`src/rtl/sign_alu_pkg.sv`:
```
// ---------------------------------------------------------------------------
// sign_alu_pkg
// Shared definitions for the signed ALU datapath:
//   OP_ADD / OP_SUB  - operation encoding on the op input
//   state_t          - serial add/subtract FSM states (IDLE, RUN, DONE)
//   sat_limit()      - signed max (neg = 0) or signed min (neg = 1) for a width
// ---------------------------------------------------------------------------
package sign_alu_pkg;

    localparam logic OP_ADD = 1'b0;
    localparam logic OP_SUB = 1'b1;

    // Widest operand sat_limit() can describe.
    localparam int unsigned SAT_MAX_W = 64;

    typedef enum logic [1:0] {
        IDLE = 2'd0,
        RUN  = 2'd1,
        DONE = 2'd2
    } state_t;

    // Signed extreme for a given width, zero-extended to SAT_MAX_W bits.
    // Callers keep the low 'width' bits:
    //   neg = 0 -> 2^(width-1) - 1
    //   neg = 1 -> -2^(width-1)
    function automatic logic [SAT_MAX_W-1:0] sat_limit(input int unsigned width,
                                                       input logic        neg);
        logic [SAT_MAX_W-1:0] msb;
        msb = SAT_MAX_W'(1) << (width - 1);
        return neg ? msb : (msb - SAT_MAX_W'(1));
    endfunction

endpackage

```
`src/rtl/chunk_adder.sv`:
```
// ---------------------------------------------------------------------------
// chunk_adder
// W-bit combinational ripple adder built from full_adder cells.
//   a_i, b_i - W-bit addends
//   c_i      - carry into bit 0
//   sum_o    - W-bit sum
//   c_o      - carry out of bit W-1
//   c_top_o  - carry into bit W-1; XOR with c_o gives signed overflow
// ---------------------------------------------------------------------------
module chunk_adder #(
    parameter int W = 8
) (
    input  logic [W-1:0] a_i,
    input  logic [W-1:0] b_i,
    input  logic         c_i,
    output logic [W-1:0] sum_o,
    output logic         c_o,
    output logic         c_top_o
);

    logic [W:0] c;

    assign c[0] = c_i;

    for (genvar i = 0; i < W; i++) begin : g_bit
        full_adder u_fa (
            .a_i (a_i[i]),
            .b_i (b_i[i]),
            .c_i (c[i]),
            .s_o (sum_o[i]),
            .c_o (c[i+1])
        );
    end

    assign c_o     = c[W];
    assign c_top_o = c[W-1];

endmodule

```
`src/rtl/full_adder.sv`:
```
// ---------------------------------------------------------------------------
// full_adder
// One-bit full adder cell.
//   a_i, b_i - addend bits
//   c_i      - carry in
//   s_o      - sum bit
//   c_o      - carry out
// ---------------------------------------------------------------------------
module full_adder (
    input  logic a_i,
    input  logic b_i,
    input  logic c_i,
    output logic s_o,
    output logic c_o
);

    assign s_o = a_i ^ b_i ^ c_i;
    assign c_o = (a_i & b_i) | (c_i & (a_i ^ b_i));

endmodule

```
`src/rtl/sign_addsub_serial.sv`:
```
// ---------------------------------------------------------------------------
// sign_addsub_serial
// Multi-cycle signed add/subtract. A WIDTH-bit operand pair is processed
// CHUNK bits per clock (N = WIDTH/CHUNK RUN cycles). Latency from accept to
// out_valid is N+1 cycles.
//
// Parameters:
//   WIDTH - operand/result width, >= 2, multiple of CHUNK (max 64 with SAT)
//   CHUNK - bits processed per cycle
//
// Ports:
//   clk, rst_n          - clock, synchronous active-low reset
//   in_valid, in_ready  - operand handshake (in_ready high only in IDLE)
//   op                  - 0 = add (a+b+cin), 1 = subtract (a-b-cin)
//   a, b, cin           - signed operands, carry/borrow in
//   out_valid, out_ready- result handshake (out_valid high only in DONE)
//   out                 - signed result
//   of, cf, zf, nf      - overflow, carry/borrow out, zero, negative
//   dbg_state           - current FSM state
//
// Handshake: a transfer happens on a rising clk edge where valid && ready
// are both high. While valid is high, the presenting side holds its data
// stable until the transfer. in_valid outside IDLE is ignored.
//
// Build option: define SIGN_ADDSUB_SAT_EN to clamp overflowing results to
// the signed extreme. Without it, out is the wrapped two's-complement sum.
// ---------------------------------------------------------------------------
module sign_addsub_serial
    import sign_alu_pkg::*;
#(
    parameter int WIDTH = 32,
    parameter int CHUNK = 8
) (
    input  logic             clk,
    input  logic             rst_n,
    input  logic             in_valid,
    output logic             in_ready,
    input  logic             op,
    input  logic [WIDTH-1:0] a,
    input  logic [WIDTH-1:0] b,
    input  logic             cin,
    output logic             out_valid,
    input  logic             out_ready,
    output logic [WIDTH-1:0] out,
    output logic             of,
    output logic             cf,
    output logic             zf,
    output logic             nf,
    output state_t           dbg_state
);

    localparam int N     = WIDTH / CHUNK;
    localparam int CNT_W = (N > 1) ? $clog2(N) : 1;
    localparam logic [CNT_W-1:0] LAST_CNT = CNT_W'(N - 1);

    // -----------------------------------------------------------------------
    // State
    // -----------------------------------------------------------------------
    state_t             state_q, state_d;
    logic [CNT_W-1:0]   cnt_q,   cnt_d;
    logic               carry_q, carry_d;
    logic [WIDTH-1:0]   a_q,     a_d;
    logic [WIDTH-1:0]   b_q,     b_d;
    logic               op_q,    op_d;
    logic [WIDTH-1:0]   res_q,   res_d;
    logic               of_q,    of_d;
    logic               cf_q,    cf_d;
    logic               zf_q,    zf_d;
    logic               nf_q,    nf_d;

    // -----------------------------------------------------------------------
    // Chunk datapath
    // -----------------------------------------------------------------------
    logic [CHUNK-1:0] a_slice;
    logic [CHUNK-1:0] b_slice;
    logic [CHUNK-1:0] b_eff;
    logic [CHUNK-1:0] sum_slice;
    logic             chunk_cout;
    logic             chunk_ctop;
    logic [WIDTH-1:0] res_merged;
    logic [WIDTH-1:0] res_final;
    logic             of_final;

    // Slice selection by comparing the counter against each constant
    // position keeps every part-select static.
    always_comb begin
        a_slice = '0;
        b_slice = '0;
        for (int k = 0; k < N; k++) begin
            if (cnt_q == CNT_W'(k)) begin
                a_slice = a_q[k*CHUNK +: CHUNK];
                b_slice = b_q[k*CHUNK +: CHUNK];
            end
        end
    end

    // Subtraction is a + ~b + ~borrow; the inverted borrow is folded into
    // the carry register at accept time.
    assign b_eff = (op_q == OP_SUB) ? ~b_slice : b_slice;

    chunk_adder #(
        .W (CHUNK)
    ) u_chunk (
        .a_i     (a_slice),
        .b_i     (b_eff),
        .c_i     (carry_q),
        .sum_o   (sum_slice),
        .c_o     (chunk_cout),
        .c_top_o (chunk_ctop)
    );

    // Result register with the current chunk's sum dropped into place.
    always_comb begin
        res_merged = res_q;
        for (int k = 0; k < N; k++) begin
            if (cnt_q == CNT_W'(k)) begin
                res_merged[k*CHUNK +: CHUNK] = sum_slice;
            end
        end
    end

    // Only meaningful on the last chunk, where the top slice bit is the
    // sign bit of the whole word.
    assign of_final = chunk_ctop ^ chunk_cout;

`ifdef SIGN_ADDSUB_SAT_EN
    // On overflow the true result's sign equals a's sign (both effective
    // operands share it), so a[MSB] picks the extreme to clamp to.
    logic [SAT_MAX_W-1:0] sat_val;

    always_comb begin
        sat_val   = sat_limit(WIDTH, a_q[WIDTH-1]);
        res_final = of_final ? sat_val[WIDTH-1:0] : res_merged;
    end
`else
    assign res_final = res_merged;
`endif

    // -----------------------------------------------------------------------
    // FSM: next state and datapath register updates
    // -----------------------------------------------------------------------
    always_comb begin
        state_d = state_q;
        cnt_d   = cnt_q;
        carry_d = carry_q;
        a_d     = a_q;
        b_d     = b_q;
        op_d    = op_q;
        res_d   = res_q;
        of_d    = of_q;
        cf_d    = cf_q;
        zf_d    = zf_q;
        nf_d    = nf_q;

        case (state_q)
            IDLE: begin
                if (in_valid) begin
                    a_d     = a;
                    b_d     = b;
                    op_d    = op;
                    carry_d = (op == OP_SUB) ? ~cin : cin;
                    cnt_d   = '0;
                    state_d = RUN;
                end
            end

            RUN: begin
                res_d   = res_merged;
                carry_d = chunk_cout;
                if (cnt_q == LAST_CNT) begin
                    res_d   = res_final;
                    of_d    = of_final;
                    // Carry-out of a + ~b is the inverse of the borrow.
                    cf_d    = (op_q == OP_SUB) ? ~chunk_cout : chunk_cout;
                    zf_d    = (res_final == '0);
                    nf_d    = res_final[WIDTH-1];
                    state_d = DONE;
                end else begin
                    cnt_d = cnt_q + CNT_W'(1);
                end
            end

            DONE: begin
                if (out_ready) begin
                    state_d = IDLE;
                end
            end

            default: begin
                state_d = IDLE;
            end
        endcase
    end

    always_ff @(posedge clk) begin
        if (!rst_n) begin
            state_q <= IDLE;
            cnt_q   <= '0;
            carry_q <= 1'b0;
            a_q     <= '0;
            b_q     <= '0;
            op_q    <= 1'b0;
            res_q   <= '0;
            of_q    <= 1'b0;
            cf_q    <= 1'b0;
            zf_q    <= 1'b0;
            nf_q    <= 1'b0;
        end else begin
            state_q <= state_d;
            cnt_q   <= cnt_d;
            carry_q <= carry_d;
            a_q     <= a_d;
            b_q     <= b_d;
            op_q    <= op_d;
            res_q   <= res_d;
            of_q    <= of_d;
            cf_q    <= cf_d;
            zf_q    <= zf_d;
            nf_q    <= nf_d;
        end
    end

    // -----------------------------------------------------------------------
    // Outputs
    // -----------------------------------------------------------------------
    assign in_ready  = (state_q == IDLE);
    assign out_valid = (state_q == DONE);
    assign out       = res_q;
    assign of        = of_q;
    assign cf        = cf_q;
    assign zf        = zf_q;
    assign nf        = nf_q;
    assign dbg_state = state_q;

endmodule
```
`config.mk`:
```
export PLATFORM = sky130hd
export DESIGN_NAME = sign_addsub_serial
export DESIGN_NICKNAME = d
export VERILOG_FILES = /design/src/rtl/sign_alu_pkg.sv /design/src/rtl/chunk_adder.sv /design/src/rtl/full_adder.sv /design/src/rtl/sign_addsub_serial.sv
export SDC_FILE = /design/constraint.sdc
export NUM_CORES = 1
export LEC_CHECK = 0
export BUFFER_PORTS_ARGS = -buffer_cell sky130_fd_sc_hd__buf_2
export CAP_MARGIN = 40
export CORE_ASPECT_RATIO = 0.8
export CORE_MARGIN = 2
export CORE_UTILIZATION = 59
export DETAILED_ROUTE_END_ITERATION = 16
export PLACE_DENSITY = 0.86
export SLEW_MARGIN = 10
export SYNTH_ARGS = -nofsm -noshare
export SYNTH_HDL_FRONTEND = slang
export SYNTH_SLANG_ARGS = --single-unit
```
`constraint.sdc`:
```
create_clock -name clk -period 13.5 [get_ports clk]
set_input_delay 1.35 -clock clk [delete_from_list [all_inputs] [get_ports clk]]
set_output_delay 1.35 -clock clk [all_outputs]
set_load 0.02 [all_outputs]
```
* After elaboration in Yosys (flattened, before gate mapping) *
Index checks and enable logic that the tools add are counted.

word-level totals
  bits in registers = 106
  output and inout bits = 40
  logic and storage cells = 98

operators by class
  add/sub/neg operators = 1
  eq/ne operators = 9
  multiplexer cells = 24
  bitwise operators = 44
  reduce and logical (&&, ||, !) cells = 9

operator list
  cell                 number
  $mux 8               13
  $logic_not 32->1     1
  $xor 1x1->1          17
  $and 1x1->1          16
  $mux 2               5
  $not 8->8            1
  $or 1x1->1           8
  $eq 2x2->1 const B   3
  $ne 2x2->1 const B   3
  $pmux 2 s3           1
  $reduce_and 2->1     3
  $reduce_and 3->1     2
  $eq 2x1->1 const B   2
  $logic_not 2->1      2
  $pmux 2 s2           1
  $mux 1               3
  $add 2x1->2 const B  1
  $ne 2x1->1 const B   1
  $not 1->1            2
  $pmux 1 s2           1
  $reduce_bool 2->1    1

* Longest topological paths before layout *
Gate-level depths: netlist (run 1).

  depth in word-level cells = 26
  gate-level depth with buffers = 25
  gate-level depth less buffers = 23

* By module *
Synthesis (run 1) repeated with hierarchy kept, for this count alone.

second synthesis, totals
  cells, all modules = 594
  area, all modules = 4762.1 µm²

by module, submodules not included
  module              instances  cells each  area each (µm²)
  sign_addsub_serial  1          586         4601.9
  full_adder          8          1           20.0

* Worst setup path after synthesis (run 1) *
OpenSTA, ideal clock, no wires.

  kind = flip-flop to flip-flop
  from = register cnt_q[1]
  to = register zf_q (netlist: zf)
  library setup time = 59 ps
  arrival = 5170 ps
  data required time = 13441 ps
  slack = 8271 ps
  stages on the path, launching flop included = 26
  clock period less this slack = 5229 ps
  cell sequence = dfxtp_1 > inv_1 > ha_1 > buf_2 > clkbuf_1 > a21oi_1 > o21ai_1 > a22oi_1 > xor2_1 > fa_1 > inv_1 > fa_1 > inv_1 > fa_1 > fa_1 > inv_1 > fa_1 > inv_1 > fa_1 > fa_1 > inv_1 > fa_1 > a211oi_1 > a21oi_1 > nor4_1 > a31o_1

on the way
  cells in the longest elaborated chain, start to end = 25
  elaborated cells between the ends (all ways) = 57
  classes of those cells = eq/ne: 3; mux: 13; bitwise: 38; reduce/logical: 3

ends and longest elaborated chain
  what                    RTL line                                             source
  start, declared         sign_addsub_serial.sv:60                             logic [CNT_W-1:0] cnt_q, cnt_d;
  start signal, assigned  sign_addsub_serial.sv:210                            cnt_q <= cnt_d;
  $logic_not 2->1         sign_addsub_serial.sv:90, sign_addsub_serial.sv:116
  $mux 8 (4 in series)    sign_addsub_serial.sv:90                             if (cnt_q == CNT_W'(k)) begin
  $not 8->8               sign_addsub_serial.sv:99                             assign b_eff = (op_q == OP_SUB) ? ~b_slice : b_slice;
  $mux 8                  sign_addsub_serial.sv:99
  $xor 1x1->1             full_adder.sv:17, full_adder.sv:18
  $and 1x1->1             full_adder.sv:18                                     assign c_o = (a_i & b_i) | (c_i & (a_i ^ b_i));
  $or 1x1->1              full_adder.sv:18
  $and 1x1->1             full_adder.sv:18
  [6 not listed]          n/a
  $or 1x1->1              full_adder.sv:18
  $and 1x1->1             full_adder.sv:18
  $or 1x1->1              full_adder.sv:18
  $and 1x1->1             full_adder.sv:18
  $or 1x1->1              full_adder.sv:18
  $xor 1x1->1             full_adder.sv:17                                     assign s_o = a_i ^ b_i ^ c_i;
  $mux 8                  sign_addsub_serial.sv:116                            if (cnt_q == CNT_W'(k)) begin
  $logic_not 32->1        sign_addsub_serial.sv:175                            zf_d = (res_final == '0);
  end signal, assigned    sign_addsub_serial.sv:218                            zf_q <= zf_d;
  end, declared           sign_addsub_serial.sv:68                             logic zf_q, zf_d;

Parallel ways exist; a longest one is shown, timed or not.
A chain may end at the register's enable or synchronous reset.

* Worst setup path after layout (run 1) *
  from = register cnt_q[0]
  to = register zf_q (netlist: zf)

The elaborated chain is that of the path after synthesis.

==> impl_metrics.csv, run 1 <==
group,metric,value,unit
yosys,synth_flop_cell,"dfxtp_1",
sta,skew,0.0132,ns
clocking,numCtsBuffers,9,
clocking,cts_tree,"yes",
sta,slew_headroom,39.9,%
worst_setup_path,start_kind,"flop",
finish,num_antenna_cells,0,
route,drtIter0Drc,344,
finish,nFillCells,708,
yosys,synth_top_family_by_area,"compound AO/OA/AOI/OAI gates",
finish,layout_commonest_cell,"nand2_1",
sta,finalCritPeriodShare,44.0,%
route,via_count,4453,
route,via_per_inst,5.56,
clocking,clk_pin_slew,0.11,ns
yosys,synthSimpleGateAreaFrac,21.2,%
pwr,leakage,2.62,nW
route,wl,12.1,mm
placement,routabilityCongestion,0.868,
yosys,yosysTopAreaCell,"dfxtp_1",
yosys,syn_area,5050,sq um
sta,final-max-slew-violation-count,0,
finish,nNetsFinal,766,
yosys,netlist_instances,607,
pwr,p_seq_share,50.7,%
finish,multiInputGateArea,2620,sq um
yosys,muxShareOfSynthArea,1.98,%
placement,preCtsSetupSlack,7.66,ns
yosys,syn-num-nets,689,
pwr,intPower,467,uW
placement,dpl_cell_area,5560,sq um
finish,regArea,2120,sq um
worst_setup_path,arrival,6.28,ns
finish,layout_common_cells,"nand2_1 (180), buf_2 (109), dfxtp_1 (106), a21boi_1 (66), a21oi_1 (30)",
route,first_pass_iters,5,
route,final_antenna_net_count,0,
pwr,p_comb_share,19.3,%
worst_setup_path,cp-end-kind,"flop",
finish,syn_to_final_growth,14.0,%
die,start_util,60.1,%
yosys,synth_edf_count,0,
die,ios,110,
placement,hpwl,8.43,mm
pwr,switching_share,30.2,%
sta,rsz0062_at_grt,"false",
clocking,cts-root-buf,"clkbuf_8",
clocking,htree_levels,3,
sta,setup_viol,0,
yosys,yosysSeqAreaShare,42.0,%
die,fp.dieW,107,um
global_routing,grt.total_usage,26.9,%
clocking,clock_latency,0.38,ns
finish,drive_above_1_share,19.4,%
yosys,ys_ff_latch,106,
pwr,p_sw,202,uW
placement,io_buffers,109,
min_path,holdCritPathClass,"reg2reg",
pwr,ir_drop,64.2,uV
die,core_area,8410,sq um
clocking,clockBufferDepth,2,
yosys,synth.avg_cell_area,8.32,sq um
yosys,synth_top_area_share,42.0,%
die,fp-row-count,30,
yosys,synth_xor_area_share,1.91,%
run,cap_violations,0,
route,avgRoutedWirePerCell,15.1,um
worst_setup_path,cp_max_fo,22,
pwr,clkPwrFrac,29.9,%
yosys,yosysWarnings,0,
die,die_area,9320,sq um
pwr,finalPower,669,uW
sta,postLayoutSetupSlackWorst,7.55,ns
die,die_h,86.8,um
clocking,clock-sinks,106,
sta,finalSetupTns,0,ns
yosys,ys_async_sr_fraction,0,%
sta,finalCriticalPeriod,5.95,ns
global_routing,grt.overflow.total,0,
clocking,cts-resized-gates,0,
pwr,power_per_cell_area,116,nW/um^2
sta,hold_viol_final,0,
yosys,synthAdderAreaFrac,4.16,%
global_routing,grt_pass1_wl,19.7,mm
clocking,cts_hold_buffers,0,
global_routing,grt_max_degree,108,
global_routing,first_global_vias,4217,
run_status,run_status,"complete, no violations",
route,drc,0,
yosys,ys_types,41,
yosys,synth_compound_area_share,22.4,%
worst_setup_path,required,13.84,ns
global_routing,antenna_found_initial,0,
sta,fmax,168,MHz
worst_setup_path,critPathKind,"reg2reg",
clocking,post_cts_buffers,0,
sta,tightest_slew,0.901,ns
yosys,yosys-top-cells-area,"dfxtp_1 (42%), nand2_1 (13%), a21boi_1 (9.8%), o211a_1 (4.2%), nor2b_1 (3.2%)",
finish,finish.instance_area,5760,sq um
[metrics by stage]
stage	hold WS [ns]	cells	util [%]
4_1_cts	0.460	801	68.5
6_report	0.458	801	68.5
2_1_floorplan	0.430	607	-
3_5_place_dp	0.445	785	66.1
3_3_place_gp	0.442	784	65.8
5_1_grt	0.473	801	68.5
[power groups by stage]
stage	Combinational (mW)	Clock, mW	Sequential [mW]
floorplan	0.0855	0	0.348
global route	0.142	0.215	0.341
CTS	0.128	0.203	0.339
detailed placement	0.127	0	0.346
global placement	0.121	0	0.346
finish	0.129	0.200	0.339
[critical path, cell delays in order (launching register included)]
cell      delay, ns
dfxtp_1        0.35
inv_1          0.12
ha_1           0.69
nand2_1        0.14
o21ai_1        0.16
a22oi_1        0.10
xor2_1         0.20
fa_1           0.39
inv_1          0.08
fa_1           0.16
inv_1          0.05
fa_1           0.38
fa_1           0.39
inv_1          0.08
fa_1           0.17
inv_1          0.06
fa_1           0.45
fa_1           0.46
inv_1          0.09
fa_1           0.52
a211oi_1       0.29
a21oi_1        0.06
nor4_1         0.34
a31o_1         0.19
[state kept, by name, summed over array words and instances (netlist names), 2 cells and up]
register   flops
dbg_state      2
b_q           32
a_q           32
out           32
cnt_q          2
[logic make-up after synthesis]
logic type / Yosys count
buf+inv: 67
mux: 10
compound gates: 156
simple gates: 245
xor+xnor: 11
flops: 106
fa+ha+maj: 12
[cell usage after synthesis (7+ instances only)]
cell type  number
clkbuf_1       19
fa_1            8
a22oi_1        10
nor2_1          7
nor4_1          7
dfxtp_1       106
o211a_1        21
nor3_1          7
a21boi_1       66
buf_4           7
nor2b_1        26
mux2i_1        10
inv_1          18
nand2_1       181
buf_2          17
a21oi_1        30
[worst paths after layout]
| path | cells past startpoint | from | to | slack (ns) |
|---|---|---|---|---|
| worst min-delay path | 2 | b_q[20] | b_q[20] | 0.46 |
| worst min register to register | 2 | b_q[20] | b_q[20] | 0.46 |
| worst max register to register | 23 | cnt_q[0] | zf | 7.55 |
| worst max-delay path | 23 | cnt_q[0] | zf | 7.55 |
[area by class of cell]
type                       instances  area share, %
clock buffer                       9           2.15
timing repair buffer             115           10.6
tap                              112           2.43
multi-input combinational        434           45.4
sequential                       106           36.8
inverter                          18           1.17
clock inverter                     7           1.37
[per-layer routing]
metal | up-vias | track usage, % | part of all wire (%)
met2 | 158 | 44.6 | 47
li1 | 2174 | - | -
met3 | 21 | 6.69 | 7.4
met1 | 2100 | 34.9 | 44
met4 | 0 | 8.62 | 1.6
met5 | - | 0 | 0
(Power assumes the default switching activity.)
==> run 2: changes to the inputs <==
Settings changed: CORE_UTILIZATION 59 to 49, PLACE_DENSITY 0.86 to 0.76.
Clock period 13.5 ns to 4.9 ns, I/O delays scaled along.
==> run 2 against run 1 <==
  * Sequential power rose to 2.8 times the previous value
  * Power rose to 3.0 times the previous value
  * First-iteration DRC count fell by 2.9%
  * Hold slack got worse by 0.088 ns
  * Count of clock-buffer cells in the layout rose by 2
  * Global-route usage fell by 3.1 points
  * Register-to-register slack got worse by 7.5 ns
  * Clock skew fell by 0.0055 ns
  * Clock power rose to 3.3 times the previous value
  * Final cell count rose by 4.7%
  * Setup slack got worse by 7.5 ns
==> impl_metrics.csv, run 2 (synthesized netlist as in run 1, its figures left out) <==
group,metric,value,unit
clocking,cts-root-buf,"clkbuf_16",
global_routing,grt.total_usage,23.8,%
min_path,min_delay_worst_endpoint,"b_q[14]",
worst_setup_path,crit_path_frequent_cell,"fa_2",
sta,finalCritPeriodShare,98.4,%
die,start_util,49.7,%
pwr,power_per_cell_area,330,nW/um^2
global_routing,first_global_vias,4137,
sta,rsz0062_at_grt,"true",
worst_setup_path,r2r-end,"zf",
run_status,run_status,"complete, no violations",
finish,nNetsFinal,777,
route,drtIter0Drc,334,
pwr,p_sw,570,uW
finish,syn_to_final_growth,19.5,%
sta,hold_viol_final,0,
worst_setup_path,start_kind,"flop",
die,die_h,94.8,um
global_routing,grt_pass1_wl,20.9,mm
die,core_area,10200,sq um
pwr,intPower,1.42,mW
clocking,numCtsBuffers,9,
min_path,min_from,"b[14]",
worst_setup_path,rr_worst_depth,23,
clocking,htree_levels,3,
finish,multiInputGateArea,2700,sq um
global_routing,grt_max_degree,56,
placement,routabilityCongestion,0.980,
route,via_per_inst,5.32,
pwr,clkPwrFrac,33.6,%
pwr,ir_drop,211,uV
die,fp-row-count,33,
finish,nFillCells,940,
placement,hpwl,9.31,mm
clocking,clock_latency,0.35,ns
sta,finalCriticalPeriod,4.82,ns
sta,tightest_slew,0.785,ns
worst_setup_path,required,5.20,ns
worst_setup_path,arrival,5.12,ns
sta,setup_viol,0,
pwr,leakage,2.71,nW
worst_setup_path,crit_chain,"inv_2 > ha_4 > a21oi_2 > o21ai_1 > a22oi_2 > xor2_1 > fa_2 > inv_2 > fa_2 > inv_1 > fa_2 > fa_2 > inv_2 > fa_1 > inv_1 > fa_2 > fa_2 > inv_2 > fa_2 > a211oi_2 > a21oi_1 > nor4_1 > a31o_1",
run,cap_violations,0,
worst_setup_path,reg2reg_slack,0.08,ns
route,drc,0,
sta,slew_headroom,47.7,%
worst_setup_path,max_stage_delay,0.48,ns
placement,preCtsSetupSlack,-0.118,ns
placement,io_buffers,109,
clocking,clk_pin_slew,0.07,ns
global_routing,antenna_found_initial,0,
finish,num_antenna_cells,0,
sta,postLayoutSetupSlackWorst,0.0763,ns
route,final_antenna_net_count,0,
route,avgRoutedWirePerCell,15.2,um
sta,final-max-slew-violation-count,0,
route,first_pass_iters,4,
pwr,switching_share,28.6,%
pwr,finalPower,1.99,mW
route,via_count,4465,
clocking,clockBufferDepth,2,
finish,layout_commonest_cell,"nand2_1",
min_path,holdCritPathClass,"in2reg",
worst_setup_path,critPathKind,"reg2reg",
worst_setup_path,cp_max_fo,7,
die,die_area,11100,sq um
finish,regArea,2130,sq um
finish,layout_common_cells,"nand2_1 (180), buf_2 (109), dfxtp_1 (104), a21boi_1 (66), a21oi_1 (29)",
pwr,p_seq_share,47.0,%
worst_setup_path,cp-end-kind,"flop",
clocking,clock-sinks,106,
global_routing,grt.overflow.total,0,
route,wl,12.8,mm
sta,fmax,207,MHz
sta,finalSetupTns,0,ns
die,fp.dieW,118,um
sta,whs,0.370,ns
die,ios,110,
clocking,cts_tree,"yes",
min_path,hold_depth,3,
worst_setup_path,slowest_stage,"fa_2",
sta,skew,0.00761,ns
pwr,p_comb_share,19.4,%
finish,drive_above_1_share,23.7,%
worst_setup_path,r2r_start,"cnt_q[1]",
[run 2: cell types whose count changed in the layout (fill, tap and decap cells not counted), moves of 4 or more]
cell	previous run	this run
clkbuf_16	0	9
clkbuf_8	9	1
fa_1	8	1
buf_4	5	15
fa_2	0	7
inv_1	18	13
inv_2	0	4
[run 2: worst max-delay path by stage]
stage                        start  end  cells past startpoint
after floorplan           cnt_q[0]   zf                     24
after global placement    cnt_q[0]   zf                     23
after CTS                 cnt_q[1]   zf                     23
after detailed placement  cnt_q[0]   zf                     23
final                     cnt_q[1]   zf                     23
after global routing      cnt_q[1]   zf                     23
[run 2: repair_timing]
action                     CTS  global route
setup buffers                0             0
setup endpoints to repair    1             5
pin swaps                    3            12
resized for setup            7            16
hold buffers                 0             0
gates cloned                 0             0
[run 2: metrics by stage]
step	instances	instance area [sq um]	util [%]
finish	839	6040	59.4
global route	839	6040	59.4
CTS	839	5990	59.0
detailed placement	824	5690	56.0
global placement	822	5660	55.7
floorplan	607	5100	-
[run 2: power by group through the flow]
stage          clock network, mW  logic, mW  registers (mW)
3_3_place_gp                   0      0.353           0.954
6_report                   0.669      0.386           0.936
5_1_grt                    0.715      0.425           0.941
2_1_floorplan                  0      0.243           0.958
4_1_cts                    0.681      0.375           0.935
3_5_place_dp                   0      0.371           0.954
[run 2: critical path: cells and delay by family (launching register included)]
kind | cells | cell delay [ns]
AO/OA/AOI/OAI | 6 | 0.88
buffers and inverters | 6 | 0.37
AND/OR/NAND/NOR | 1 | 0.28
flip-flops | 1 | 0.38
XOR/XNOR | 1 | 0.10
adder cells (fa/ha/maj) | 9 | 2.75
[run 2: metal layers]
metal  wire length (um)  GRT usage, %  up-vias
met5                  0             0        -
met2               5720          37.8      158
met3                854          5.13       15
met4                189          7.03        0
met1               6000          32.9     2094
li1                   -             -     2198
[run 2: area by class of cell]
class / count / area share [%]
clock buffers: 11 / 4.02
clock inverters: 4 / 0.477
inverters: 18 / 1.16
multi-input cells: 434 / 44.7
flip-flops and latches: 106 / 35.3
well taps: 140 / 2.90
repair buffers: 126 / 11.5
